`src/rtl/hazard_pkg.sv`:
```
// -----------------------------------------------------------------------------
// hazard_pkg
// Shared types and defaults for the decode-stage hazard scoreboard.
//   sb_entry_t         : one in-flight instruction record {valid, we, dst, flags}
//   DEFAULT_WB_LAT     : issue-to-writeback latency in cycles
//   DEFAULT_SQUASH_CNT : wrong-path slots squashed after CALL/RET
//   SB_DST_W           : stored destination width; must be >= ADDR_W of the top
// Optional feature macro: FLAG_TRACK_EN adds a per-slot flag-write bit.
// -----------------------------------------------------------------------------
package hazard_pkg;

  localparam int DEFAULT_WB_LAT     = 4;
  localparam int DEFAULT_SQUASH_CNT = 3;

  // Destination is stored at a fixed width so the entry type does not depend on
  // the top-level NUM_REGS; narrower addresses are zero-extended on entry.
  localparam int SB_DST_W = 8;

  typedef struct packed {
    logic                valid;
    logic                we;
    logic [SB_DST_W-1:0] dst;
`ifdef FLAG_TRACK_EN
    logic                flags;
`endif
  } sb_entry_t;

endpackage

```
`src/rtl/hazard_delay_line.sv`:
```
// -----------------------------------------------------------------------------
// hazard_delay_line
// WB_LAT-deep shift register of scoreboard entries. Shifts every cycle with no
// enable; slot 0 takes the new entry and slot WB_LAT-1 falls off the end.
// Ports:
//   clk, rst_n : clock, asynchronous active-low reset (clears all slots)
//   entry_in   : entry captured into slot 0 on each rising edge
//   slots      : current contents of all slots, slot 0 youngest
// Optional feature macro: FLAG_TRACK_EN (changes the entry layout only).
// -----------------------------------------------------------------------------
module hazard_delay_line
  import hazard_pkg::*;
#(
  parameter int WB_LAT = DEFAULT_WB_LAT
) (
  input  logic      clk,
  input  logic      rst_n,
  input  sb_entry_t entry_in,
  output sb_entry_t slots [WB_LAT]
);

  sb_entry_t slots_q [WB_LAT];
  sb_entry_t slots_d [WB_LAT];

  always_comb begin
    slots_d[0] = entry_in;
    for (int i = 1; i < WB_LAT; i++) begin
      slots_d[i] = slots_q[i-1];
    end
  end

  always_ff @(posedge clk or negedge rst_n) begin
    if (!rst_n) begin
      for (int i = 0; i < WB_LAT; i++) begin
        slots_q[i] <= '0;
      end
    end else begin
      slots_q <= slots_d;
    end
  end

  assign slots = slots_q;

endmodule

```
`src/rtl/hazard_scoreboard.sv`:
```
// -----------------------------------------------------------------------------
// hazard_scoreboard
// Decode-stage hazard detection using a delay-line scoreboard of in-flight
// register and flag writes. Raises stall on RAW / flag-before-branch hazards
// and squashes SQUASH_CNT wrong-path slots after an accepted CALL/RET.
// Ports:
//   clk, rst_n             : clock, asynchronous active-low reset
//   issue_valid/we/dst     : ID instruction and its register write
//   issue_sets_flags       : ID instruction writes N/Z/V
//   src0/1_re, src0/1_addr : source register reads
//   is_branch              : conditional branch (reads flags)
//   redirect               : CALL/RET
//   icache_stall           : fetch miss, forces stall and freezes squash count
//   stall                  : combinational hold/bubble request
//   squash                 : ID instruction is wrong-path
//   busy_vec               : per-register pending-write bits
//   flags_pending          : a flag write is in flight
// Optional feature macro: FLAG_TRACK_EN enables flag tracking; when undefined
// flags_pending is 0 and is_branch / issue_sets_flags are ignored.
// -----------------------------------------------------------------------------
module hazard_scoreboard
  import hazard_pkg::*;
#(
  parameter int NUM_REGS   = 16,
  parameter int ADDR_W     = $clog2(NUM_REGS),
  parameter int WB_LAT     = DEFAULT_WB_LAT,
  parameter int SQUASH_CNT = DEFAULT_SQUASH_CNT
) (
  input  logic              clk,
  input  logic              rst_n,
  input  logic              issue_valid,
  input  logic              issue_we,
  input  logic [ADDR_W-1:0] issue_dst,
  input  logic              issue_sets_flags,
  input  logic              src0_re,
  input  logic              src1_re,
  input  logic [ADDR_W-1:0] src0_addr,
  input  logic [ADDR_W-1:0] src1_addr,
  input  logic              is_branch,
  input  logic              redirect,
  input  logic              icache_stall,
  output logic              stall,
  output logic              squash,
  output logic [NUM_REGS-1:0] busy_vec,
  output logic              flags_pending
);

  localparam int CNT_W = $clog2(SQUASH_CNT + 1);

  sb_entry_t            entry_in;
  sb_entry_t            slots [WB_LAT];
  logic                 accept;
  logic                 raw_hazard;
  logic                 flag_hazard;
  logic [CNT_W-1:0]     squash_cnt_q;
  logic [CNT_W-1:0]     squash_cnt_d;

  assign accept = issue_valid & ~stall & ~squash;

  // Non-accepted cycles push a bubble, so the line keeps ageing regardless.
  always_comb begin
    entry_in       = '0;
    entry_in.valid = accept;
    entry_in.we    = issue_we;
    entry_in.dst   = SB_DST_W'(issue_dst);
`ifdef FLAG_TRACK_EN
    entry_in.flags = issue_sets_flags;
`endif
  end

  hazard_delay_line #(
    .WB_LAT (WB_LAT)
  ) u_delay_line (
    .clk      (clk),
    .rst_n    (rst_n),
    .entry_in (entry_in),
    .slots    (slots)
  );

  // The oldest slot is still counted: the register file has no bypass, so the
  // value is not readable until that slot has shifted out.
  always_comb begin
    busy_vec = '0;
    for (int r = 0; r < NUM_REGS; r++) begin
      for (int i = 0; i < WB_LAT; i++) begin
        if (slots[i].valid && slots[i].we && (slots[i].dst == SB_DST_W'(r))) begin
          busy_vec[r] = 1'b1;
        end
      end
    end
  end

`ifdef FLAG_TRACK_EN
  always_comb begin
    flags_pending = 1'b0;
    for (int i = 0; i < WB_LAT; i++) begin
      if (slots[i].valid && slots[i].flags) begin
        flags_pending = 1'b1;
      end
    end
  end

  assign flag_hazard = is_branch & flags_pending;
`else
  logic unused_flag_inputs;
  assign unused_flag_inputs = is_branch ^ issue_sets_flags;
  assign flags_pending      = 1'b0;
  assign flag_hazard        = 1'b0;
`endif

  assign raw_hazard = (src0_re & busy_vec[src0_addr]) | (src1_re & busy_vec[src1_addr]);

  // A squashed instruction is a bubble, so its operands cannot cause a hazard.
  assign stall = icache_stall | (issue_valid & ~squash & (raw_hazard | flag_hazard));

  // Redirects can only load via accept, which is blocked while squashing, so a
  // redirect inside the window never reloads. A fetch miss freezes the count.
  always_comb begin
    squash_cnt_d = squash_cnt_q;
    if (squash_cnt_q != '0) begin
      if (!icache_stall) begin
        squash_cnt_d = squash_cnt_q - CNT_W'(1);
      end
    end else if (accept && redirect) begin
      squash_cnt_d = CNT_W'(SQUASH_CNT);
    end
  end

  always_ff @(posedge clk or negedge rst_n) begin
    if (!rst_n) begin
      squash_cnt_q <= '0;
    end else begin
      squash_cnt_q <= squash_cnt_d;
    end
  end

  assign squash = (squash_cnt_q != '0);

endmodule

```
`config.mk`:
```
export PLATFORM = sky130hd
export DESIGN_NAME = hazard_scoreboard
export DESIGN_NICKNAME = d
export VERILOG_FILES = /design/src/rtl/hazard_pkg.sv /design/src/rtl/hazard_delay_line.sv /design/src/rtl/hazard_scoreboard.sv
export SDC_FILE = /design/constraint.sdc
export NUM_CORES = 1
export LEC_CHECK = 0
export BUFFER_PORTS_ARGS = -buffer_cell sky130_fd_sc_hd__clkbuf_2
export CORE_ASPECT_RATIO = 0.6
export CORE_MARGIN = 3
export CORE_UTILIZATION = 57
export DETAILED_ROUTE_END_ITERATION = 6
export PLACE_DENSITY = 0.93
export SETUP_SLACK_MARGIN = 0.3
export SLEW_MARGIN = 20
export SYNTH_ARGS = -nofsm -noshare
export SYNTH_HDL_FRONTEND = slang
export SYNTH_SLANG_ARGS = --single-unit
```
`constraint.sdc`:
```
create_clock -name clk -period 4.92 [get_ports clk]
set_input_delay 0.492 -clock clk [delete_from_list [all_inputs] [get_ports clk]]
set_output_delay 0.492 -clock clk [all_outputs]
set_load 0.01 [all_outputs]
```
==> impl_metrics.toml <==
[run_status]
outcome = "finished, final reports clean"

[floorplan]
start_util_pct = 63.3
coreArea_um2 = 2660
rows = 14
io_pins = 41
die_h_um = 48.1
die_x_um = 76.2
die_area_um2 = 3660

[setup_path]
required_ns = 4.43
worstSetupPathType = "reg2out"
path_max_fanout = 5
critPathSlowestCell = "or4_4"
crit_chain = "nor4bb_1 -> and3_1 -> or4_4 -> mux4_2 -> mux2i_1 -> o22a_2 -> nand2_1 -> a31o_1 -> clkbuf_2"
worstPathArrival_ns = 3.01
worstSetupStartpointType = "flip-flop"
cp-end-kind = "primary output"
critical_path.max_stage_delay_ns = 0.52

[yosys]
synth.most_common_cell = "dfrtp_1"
synth_area_um2 = 1680
netlist_top_cells_count = "dfrtp_1 (26), nor2_1 (19), o22ai_1 (15)"
synth_ff_type = "dfrtp_1"
ys_ff_latch = 26
synth_area_leader_cell = "dfrtp_1"
yosysSeqAreaShare_pct = 38.6
async_flop_share_pct = 100
synth_area_leaders = "dfrtp_1 (39%), o22ai_1 (5.6%), nor2_1 (4.2%), nand4b_1 (4.2%), mux4_2 (4.0%)"
syn_nets = 198
synth.distinct_cells = 44
synthCells = 175
yosys.area.top_type_share_pct = 38.6
synth-edff-count = 0
syn_avg_cell_area_um2 = 9.62
ys_warn_count = 0

[clocking]
root_buffer = "clkbuf_8"
cts_tree = "built"
clk_pin_slew_ns = 0.08
cts_buffers = 3
cts_max_path_buffers = 2
post_cts_buffers = 0
cts_max_level = 1
clkLatencyLatePin_ns = 0.27
cts-hold-fix-buffers = 0
post_cts_resized = 0
clock-sinks = 26

[grt]
antenna_found_initial = 0
grt.total_usage_pct = 25.5
grt_max_degree = 27
grt_pass1_wl_mm = 7.13
grt_pass1_vias = 1531
overflow = 0

[cells_and_area]
final_core_util_pct = 73.7
diodes = 0
syn_to_final_growth_pct = 16.5
fin_nets = 236
drive_above_1_share_pct = 25.5

[timing]
tightest_slew_ns = 0.782
tns_ns = 0
post-route-period-util_pct = 71.2
fmax_ghz = 0.286
fin_crit_ns = 3.50
fin_skew_ns = 0.00354
setup_viol_count_final = 0
maxSlewViolCount = 0
timing.final.hold_violations = 0
rsz0062_at_grt = "no"
max_slew_margin_pct = 47.2

[worst_hold_path]
min_path_type = "in2async"

[placed_design]
port-buffer-count = 37
gp_congestion = 0.924
dp.final_hpwl_mm = 3.59

[drt]
wl_per_cell_um = 18.3
drtIter0Drc = 241
wirelength_mm = 4.61
ant_nets = 0
dr_total_vias = 1665
dr.pass1.iters = 5
drc = 0
viasPerCell = 6.61

[power_and_ir_drop]
p_leak_nw = 0.893
ir_drop_uv = 210
p_per_area_nw_per_um2 = 269

[job]
max-cap-violations = 0
## path summary, 6_finish.rpt
check                                        from  cells after the start                     end  slack [ns]
setup reg to reg           u_delay_line.slots[28]                      8         squash_cnt_q[1]        2.18
min in group clk                         issue_we                      1  u_delay_line.slots[38]        0.33
setup / recovery           u_delay_line.slots[28]                      9                   stall        1.42
max in group asynchronous                   rst_n                      1  u_delay_line.slots[19]        4.31
hold / removal                              rst_n                      1  u_delay_line.slots[13]        0.22
hold reg to reg            u_delay_line.slots[13]                      0   u_delay_line.slots[3]        0.45
## routing by layer
metal	global-route usage [%]	routed length (µm)	vias up
met5	0	0	-
met4	11.2	68	0
met3	6.64	455	10
met2	41.7	2130	103
met1	33.6	1950	802
li1	-	-	750
## stage by stage
stage / hold slack (ns) / power, W / setup WS [ns] / instance area, µm² / instances
detailed placement: 0.420 / 0.000358 / 1.74 / 1890 / 248
global placement: 0.409 / 0.000348 / 1.79 / 1890 / 248
global route: 0.255 / 0.000554 / 1.35 / 1960 / 252
floorplan: 0.196 / 0.000319 / 2.10 / 1680 / 175
finish: 0.217 / 0.000527 / 1.42 / 1960 / 252
CTS: 0.227 / 0.000530 / 1.44 / 1960 / 252
## state kept, by name, indices dropped and copies added, names as in the netlist
name and count:
squash_cnt_q 2, u_delay_line.slots 24
## power by group
part | switching [W] | internal [W] | leakage, nW | total [W]
sequential | 0.0000208 | 0.000234 | 0.311 | 0.000255
combinational | 0.0000574 | 0.0000432 | 0.546 | 0.000101
clock | 0.0000630 | 0.000109 | 0.0357 | 0.000172
total | 0.000141 | 0.000386 | 0.893 | 0.000527
## critical path: cells and delay by family, from the launching register on
kind	cells	cell delay [ns]
AO/OA/AOI/OAI	2	0.45
AND/OR/NAND/NOR	4	1.00
buffers and inverters	1	0.12
multiplexers	2	0.74
flip-flops	1	0.42
## logic make-up after synthesis
family | Yosys count | synth area share [%]
buffers and inverters | 17 | 4.61
other | 1 | 0.223
flip-flops | 26 | 38.6
AND/OR/NAND/NOR | 79 | 27.3
multiplexers | 7 | 7.43
adder cells (fa/ha/maj) | 1 | 0.743
AO/OA/AOI/OAI | 44 | 21.0
## area by class of cell
cell class,instances,area (µm²)
flip-flops and latches,26,651
clock inverters,1,30.0
clock buffers,3,41.3
inverters,13,48.8
well taps,40,50.0
multi-input cells,132,956
fillers,218,701
repair buffers,37,185
## layout by cell type (no fill, tap or decap), types with 8 or more instances in the layout
cell type / n
nand4b_1: 8
nor3_1: 9
nand2_1: 10
nand2b_1: 10
o22ai_1: 15
nor2_1: 19
dfrtp_1: 26
clkbuf_2: 37
inv_1: 13
(Power assumes the default switching activity.)
